===== src/rtl/core_sequencer.sv =====
// core_sequencer: multi-cycle RV32I control FSM (FETCH/DECODE/EXEC/MEM/WB/TRAP) with next-PC logic.
// Optional feature: define SEQ_INSTRET_EN to build the 64-bit retired-instruction counter.
module core_sequencer #(
  parameter logic [31:0] RESET_PC = 32'h0000_0000
) (
  input  logic               clk,
  input  logic               rst_n,
  output logic               imem_req,
  output logic [31:0]        imem_addr,
  input  logic               imem_ack,
  input  logic [31:0]        imem_rdata,
  output logic               dmem_req,
  output logic               dmem_we,
  input  logic               dmem_ack,
  output logic [31:0]        ir,
  output logic [31:0]        pc,
  input  logic [6:0]         opcode,
  input  logic signed [31:0] imm,
  input  logic [31:0]        alu_result,
  input  logic               branch_taken,
  output logic               rf_we,
  output logic               retire,
  output logic               halt,
  output logic [2:0]         state,
  output logic [63:0]        instret
);

  typedef enum logic [2:0] {
    FETCH  = 3'd0,
    DECODE = 3'd1,
    EXEC   = 3'd2,
    MEM    = 3'd3,
    WB     = 3'd4,
    TRAP   = 3'd7
  } state_t;

  localparam logic [6:0] OP_LOAD   = 7'b0000011;
  localparam logic [6:0] OP_STORE  = 7'b0100011;
  localparam logic [6:0] OP_ALUI   = 7'b0010011;
  localparam logic [6:0] OP_ALU    = 7'b0110011;
  localparam logic [6:0] OP_LUI    = 7'b0110111;
  localparam logic [6:0] OP_AUIPC  = 7'b0010111;
  localparam logic [6:0] OP_JAL    = 7'b1101111;
  localparam logic [6:0] OP_JALR   = 7'b1100111;
  localparam logic [6:0] OP_BRANCH = 7'b1100011;
  localparam logic [31:0] NOP      = 32'h0000_0013;

  state_t      st_q;
  logic [31:0] pc_q;
  logic [31:0] ir_q;
  logic [31:0] pc_seq;
  logic [31:0] pc_rel;
  logic [31:0] npc;
  logic        legal;
  logic        is_mem;
  logic        is_store;
  logic        misalign;

  assign pc_seq   = pc_q + 32'd4;
  assign pc_rel   = pc_q + imm;
  assign is_store = (opcode == OP_STORE);
  assign is_mem   = (opcode == OP_LOAD) || is_store;
  assign misalign = (npc[1:0] != 2'b00);

  always_comb begin
    legal = 1'b0;
    case (opcode)
      OP_ALU, OP_ALUI, OP_LOAD, OP_STORE, OP_BRANCH,
      OP_JAL, OP_JALR, OP_LUI, OP_AUIPC: legal = 1'b1;
      default:                           legal = 1'b0;
    endcase
  end

  always_comb begin
    npc = pc_seq;
    case (opcode)
      OP_JAL:    npc = pc_rel;
      OP_JALR:   npc = alu_result & ~32'd1;
      OP_BRANCH: npc = branch_taken ? pc_rel : pc_seq;
      default:   npc = pc_seq;
    endcase
  end

  always_ff @(posedge clk or negedge rst_n) begin
    if (!rst_n) begin
      st_q <= FETCH;
      pc_q <= RESET_PC;
      ir_q <= NOP;
    end else begin
      case (st_q)
        FETCH: begin
          if (imem_ack) begin
            ir_q <= imem_rdata;
            st_q <= DECODE;
          end
        end
        DECODE: st_q <= legal ? EXEC : TRAP;
        EXEC:   st_q <= is_mem ? MEM : WB;
        MEM: begin
          if (dmem_ack) begin
            if (is_store) begin
              pc_q <= pc_seq;
              st_q <= FETCH;
            end else begin
              st_q <= WB;
            end
          end
        end
        WB: begin
          // A misaligned target traps with pc still pointing at the faulting instruction.
          if (misalign) begin
            st_q <= TRAP;
          end else begin
            pc_q <= npc;
            st_q <= FETCH;
          end
        end
        TRAP:    st_q <= TRAP;
        default: st_q <= TRAP;
      endcase
    end
  end

  // Requests decode straight from state so an async reset withdraws them immediately.
  assign imem_req  = rst_n && (st_q == FETCH);
  assign imem_addr = pc_q;
  assign dmem_req  = (st_q == MEM);
  assign dmem_we   = (st_q == MEM) && is_store;
  assign rf_we     = (st_q == WB) && !misalign && (opcode != OP_BRANCH);
  assign retire    = ((st_q == WB) && !misalign) || ((st_q == MEM) && dmem_ack && is_store);
  assign halt      = (st_q == TRAP);
  assign state     = st_q;
  assign ir        = ir_q;
  assign pc        = pc_q;

`ifdef SEQ_INSTRET_EN
  logic [63:0] instret_q;

  always_ff @(posedge clk or negedge rst_n) begin
    if (!rst_n) begin
      instret_q <= '0;
    end else if (retire) begin
      instret_q <= instret_q + 64'd1;
    end
  end

  assign instret = instret_q;
`else
  assign instret = 64'd0;
`endif

endmodule


===== config.mk =====
export PLATFORM = sky130hd
export DESIGN_NAME = core_sequencer
export DESIGN_NICKNAME = d
export VERILOG_FILES = /design/src/rtl/core_sequencer.sv
export SDC_FILE = /design/constraint.sdc
export NUM_CORES = 1
export LEC_CHECK = 0
export CAP_MARGIN = 20
export CELL_PAD_IN_SITES_DETAIL_PLACEMENT = 0
export CELL_PAD_IN_SITES_GLOBAL_PLACEMENT = 1
export CORE_MARGIN = 2
export CORE_UTILIZATION = 31
export CTS_BUF_LIST = sky130_fd_sc_hd__clkbuf_16
export CTS_CLUSTER_DIAMETER = 40
export DETAILED_ROUTE_END_ITERATION = 7
export PLACE_DENSITY_LB_ADDON = 0.1
export SYNTH_ARGS = -nofsm -noshare
export SYNTH_HDL_FRONTEND = slang
export SYNTH_SLANG_ARGS = --single-unit

===== constraint.sdc =====
create_clock -name clk -period 4.9 [get_ports clk]
set_input_delay 1.225 -clock clk [delete_from_list [all_inputs] [get_ports clk]]
set_output_delay 1.225 -clock clk [all_outputs]
set_load 0.05 [all_outputs]

==> qor.yml <==
sta:
  fin_skew_ps: 5.89
  max-slew-margin-rel_pct: 42.6
  slew_viol_final: 0
  hold_violations: 0
  fmax_mhz: 208
  layout_min_cycle_time_ps: 4810
  final.period_utilization_pct: 98.2
  setup_violations: 0
  grt_setup_unrepaired: "true"
  fin_ws_ps: 87.9
  whs_ps: 504
  worst_pin_slew_ps: 860
  tns_ps: 0
clock_tree:
  insertion_delay_ps: 340
  clock_path_buffers: 2
  cts.reportedPaths.clkPinSlew_ps: 50
  cts_resized: 0
  h-tree-depth: 3
  cts-root-buf: "clkbuf_16"
  holdBufCountCts: 0
  cts-buffers-inserted: 9
  cts_tree: "yes"
  cts_setup_buffers: 0
  clock-sinks: 67
finish:
  syn_to_final_growth_pct: 35.3
  filler_cell_count: 1986
  insertedDiodeCount: 0
  drive_above_1_share_pct: 9.50
  finalCoreUtilization_pct: 42.6
  fin_area_sq_um: 8590
  nets: 1062
  stdcell_count: 1196
yosys:
  syn_inst: 756
  syn_area_sq_um: 6350
  synthArstFlopShare_pct: 100
  synth_edf_count: 0
  yosys_register_bits: 67
  synth_ff_type: "dfrtp_1"
  postSynthAreaPerCell_sq_um: 8.39
  synth_cell_type_count: 72
  ys_seq_area_share_pct: 26.5
  synth_warnings: 0
critical_path:
  worstPathMaxFanout: 3
  r2r_end: "imem_addr[24]$_DFFE_PN0P_"
  endpoint_kind: "output pin"
  r2r_cells: 11
  critPathLaunchType: "input pin"
  r2r_setup_slack_ps: 1550
  startpoint: "imm[0]"
  required_ps: 3670
  reg2reg_from: "imem_addr[0]$_DFFE_PN0P_"
  cp.arrival_ps: 3590
  crit_end: "retire"
  critPathKind: "in -> out"
floorplan:
  io_pins: 277
  rows: 52
  chipHeight_um: 147
  die-area_sq_um: 21600
  core-area_sq_um: 20200
  die_w_um: 147
  initial_utilization_pct: 31.5
pwr:
  clockPowerShare_pct: 39.5
  p_sw_share_pct: 32.5
  seqPwrFrac_pct: 34.7
  p_int_mw: 1.10
  ir_worst_vdd_mv: 0.131
  p_sw_mw: 0.530
  power_density_nw_per_um2: 189
  pwr-share-comb_pct: 25.9
  totalPowerFinal_mw: 1.63
  leakagePower_nw: 3.50
detailed_routing:
  drt_wl_total_um: 21900
  drt-initial-drc-count: 361
  dr.pass1.iters: 5
  wire_per_inst_um: 18.3
  viasPerCell: 5.20
  vias: 6214
  drcViolationCount: 0
  antenna_left: 0
global_routing:
  grtUsageMet2_pct: 33.8
  grt-ovfl-total: 0
  grt_pass1_vias: 6096
  antenna_found_initial: 0
  met3_usage_pct: 3.26
  track_usage_pct: 19.6
  grt-busiest-layer: "met2"
  grt_pass1_wl_um: 33500
  grt_start_max_net_pins: 65
  met1_usage_pct: 24.9
place:
  gp_congestion: 0.884
  post-place-ws_ps: 35.3
  dp_hpwl_um: 17100
  place_area_sq_um: 8280
  io_buffer_count: 211
  placed_cells: 1180
job:
  drv_cap: 0
run_status:
  status: "completed"
hold_path:
  holdPathStages: 1
  holdCritPathClass: "reg -> reg"
[cells by family after synthesis]
logic type	after synthesis	synth area share, %
and+or+nand+nor	226	18.9
AOI/OAI and AO/OA	223	23.4
buffers and inverters	143	14.4
DFF	67	26.5
muxes	37	6.49
adders and majority gates	33	6.62
xor gates and xnor gates	26	3.59
other	1	0.0591
[sequential cells by signal, summed over array words and instances, names as in the netlist]
name / count
imem_addr: 32
ir: 32
state: 3
[worst max-delay path, stage by stage]
cell             delay (ps)
clkdlybuf4s50_1         470
ha_2                    170
inv_1                    50
fa_1                    480
nand2b_1                 90
mux2_2                  300
a32o_2                  290
o31a_4                  300
inv_6                    80
buf_12                  130
[cells in the mapped netlist, types with 17 or more instances]
master    count  area (sq um)
dfrtp_1      64          1600
nand2_1      54           203
nor3_1       21           105
buf_4        97           728
o21ai_0      55           275
clkbuf_1     26          97.6
a31oi_1      17           106
a21oi_1      50           250
ha_1         32           400
a21o_1       22           165
nand3_1      22           110
mux2_2       33           372
nor2_1       33           124
and3_1       23           144
[layout make-up]
| class | instances | area [sq um] | share of cell area (%) |
|---|---|---|---|
| clock buffers | 9 | 225 | 2.62 |
| clock inverters | 7 | 61.3 | 0.714 |
| inverters | 10 | 42.5 | 0.495 |
| multi-input cells | 609 | 4010 | 46.6 |
| flip-flops and latches | 67 | 1680 | 19.6 |
| well taps | 270 | 338 | 3.93 |
| repair buffers | 224 | 2230 | 26.0 |
[how the worst min path moves through the flow]
stage / to / startpoint / slack [ps]
floorplan: ir[0]$_DFFE_PN1P_ / ir[0]$_DFFE_PN1P_ / 730
global placement: ir[18]$_DFFE_PN0P_ / ir[18]$_DFFE_PN0P_ / 490
detailed placement: ir[12]$_DFFE_PN0P_ / ir[12]$_DFFE_PN0P_ / 500
CTS: ir[12]$_DFFE_PN0P_ / ir[12]$_DFFE_PN0P_ / 510
global route: ir[25]$_DFFE_PN0P_ / ir[25]$_DFFE_PN0P_ / 520
finish: ir[28]$_DFFE_PN0P_ / ir[28]$_DFFE_PN0P_ / 500
[layer usage]
layer | part of all wire (%) | vias up
met5 | 0 | -
met4 | 2.2 | 0
met3 | 5.5 | 30
met2 | 48 | 241
met1 | 44 | 2968
li1 | - | 2975
[power groups by stage]
stage	clock [mW]	sequential [mW]	combinational (mW)
6_report	0.642	0.564	0.421
5_1_grt	0.672	0.565	0.449
4_1_cts	0.656	0.564	0.419
3_5_place_dp	0	0.574	0.417
3_3_place_gp	0	0.574	0.417
2_1_floorplan	0	0.583	0.297
[placed cells by master (no fill, tap or decap), types with 4 or more instances in the layout]
cell type	netlist	routed
nand3b_1	4	4
a211oi_1	5	5
mux2i_1	4	4
and2_1	11	11
mux2_2	33	33
a22oi_1	9	9
a21o_1	22	22
nand2_1	54	54
xnor2_1	14	14
nor3_2	5	6
clkdlybuf4s50_1	0	207
a31oi_1	17	17
buf_4	97	13
clkinv_2	0	4
nor2b_1	9	9
inv_1	9	10
a221oi_1	6	6
nand3_1	22	22
conb_1	1	64
a22o_1	5	5
nand4_1	11	11
dfrtp_1	64	64
ha_1	32	31
nand2b_1	4	4
nor3_1	21	20
o21ai_0	55	55
clkbuf_16	0	9
a21oi_1	50	49
xor2_1	12	12
nor4_1	7	7
o221ai_1	6	6
o211ai_1	9	9
and3_1	23	23
and4_1	4	4
o21a_1	5	5
nor2_1	33	33
nor3b_1	4	4
(Power assumes the default switching activity.)
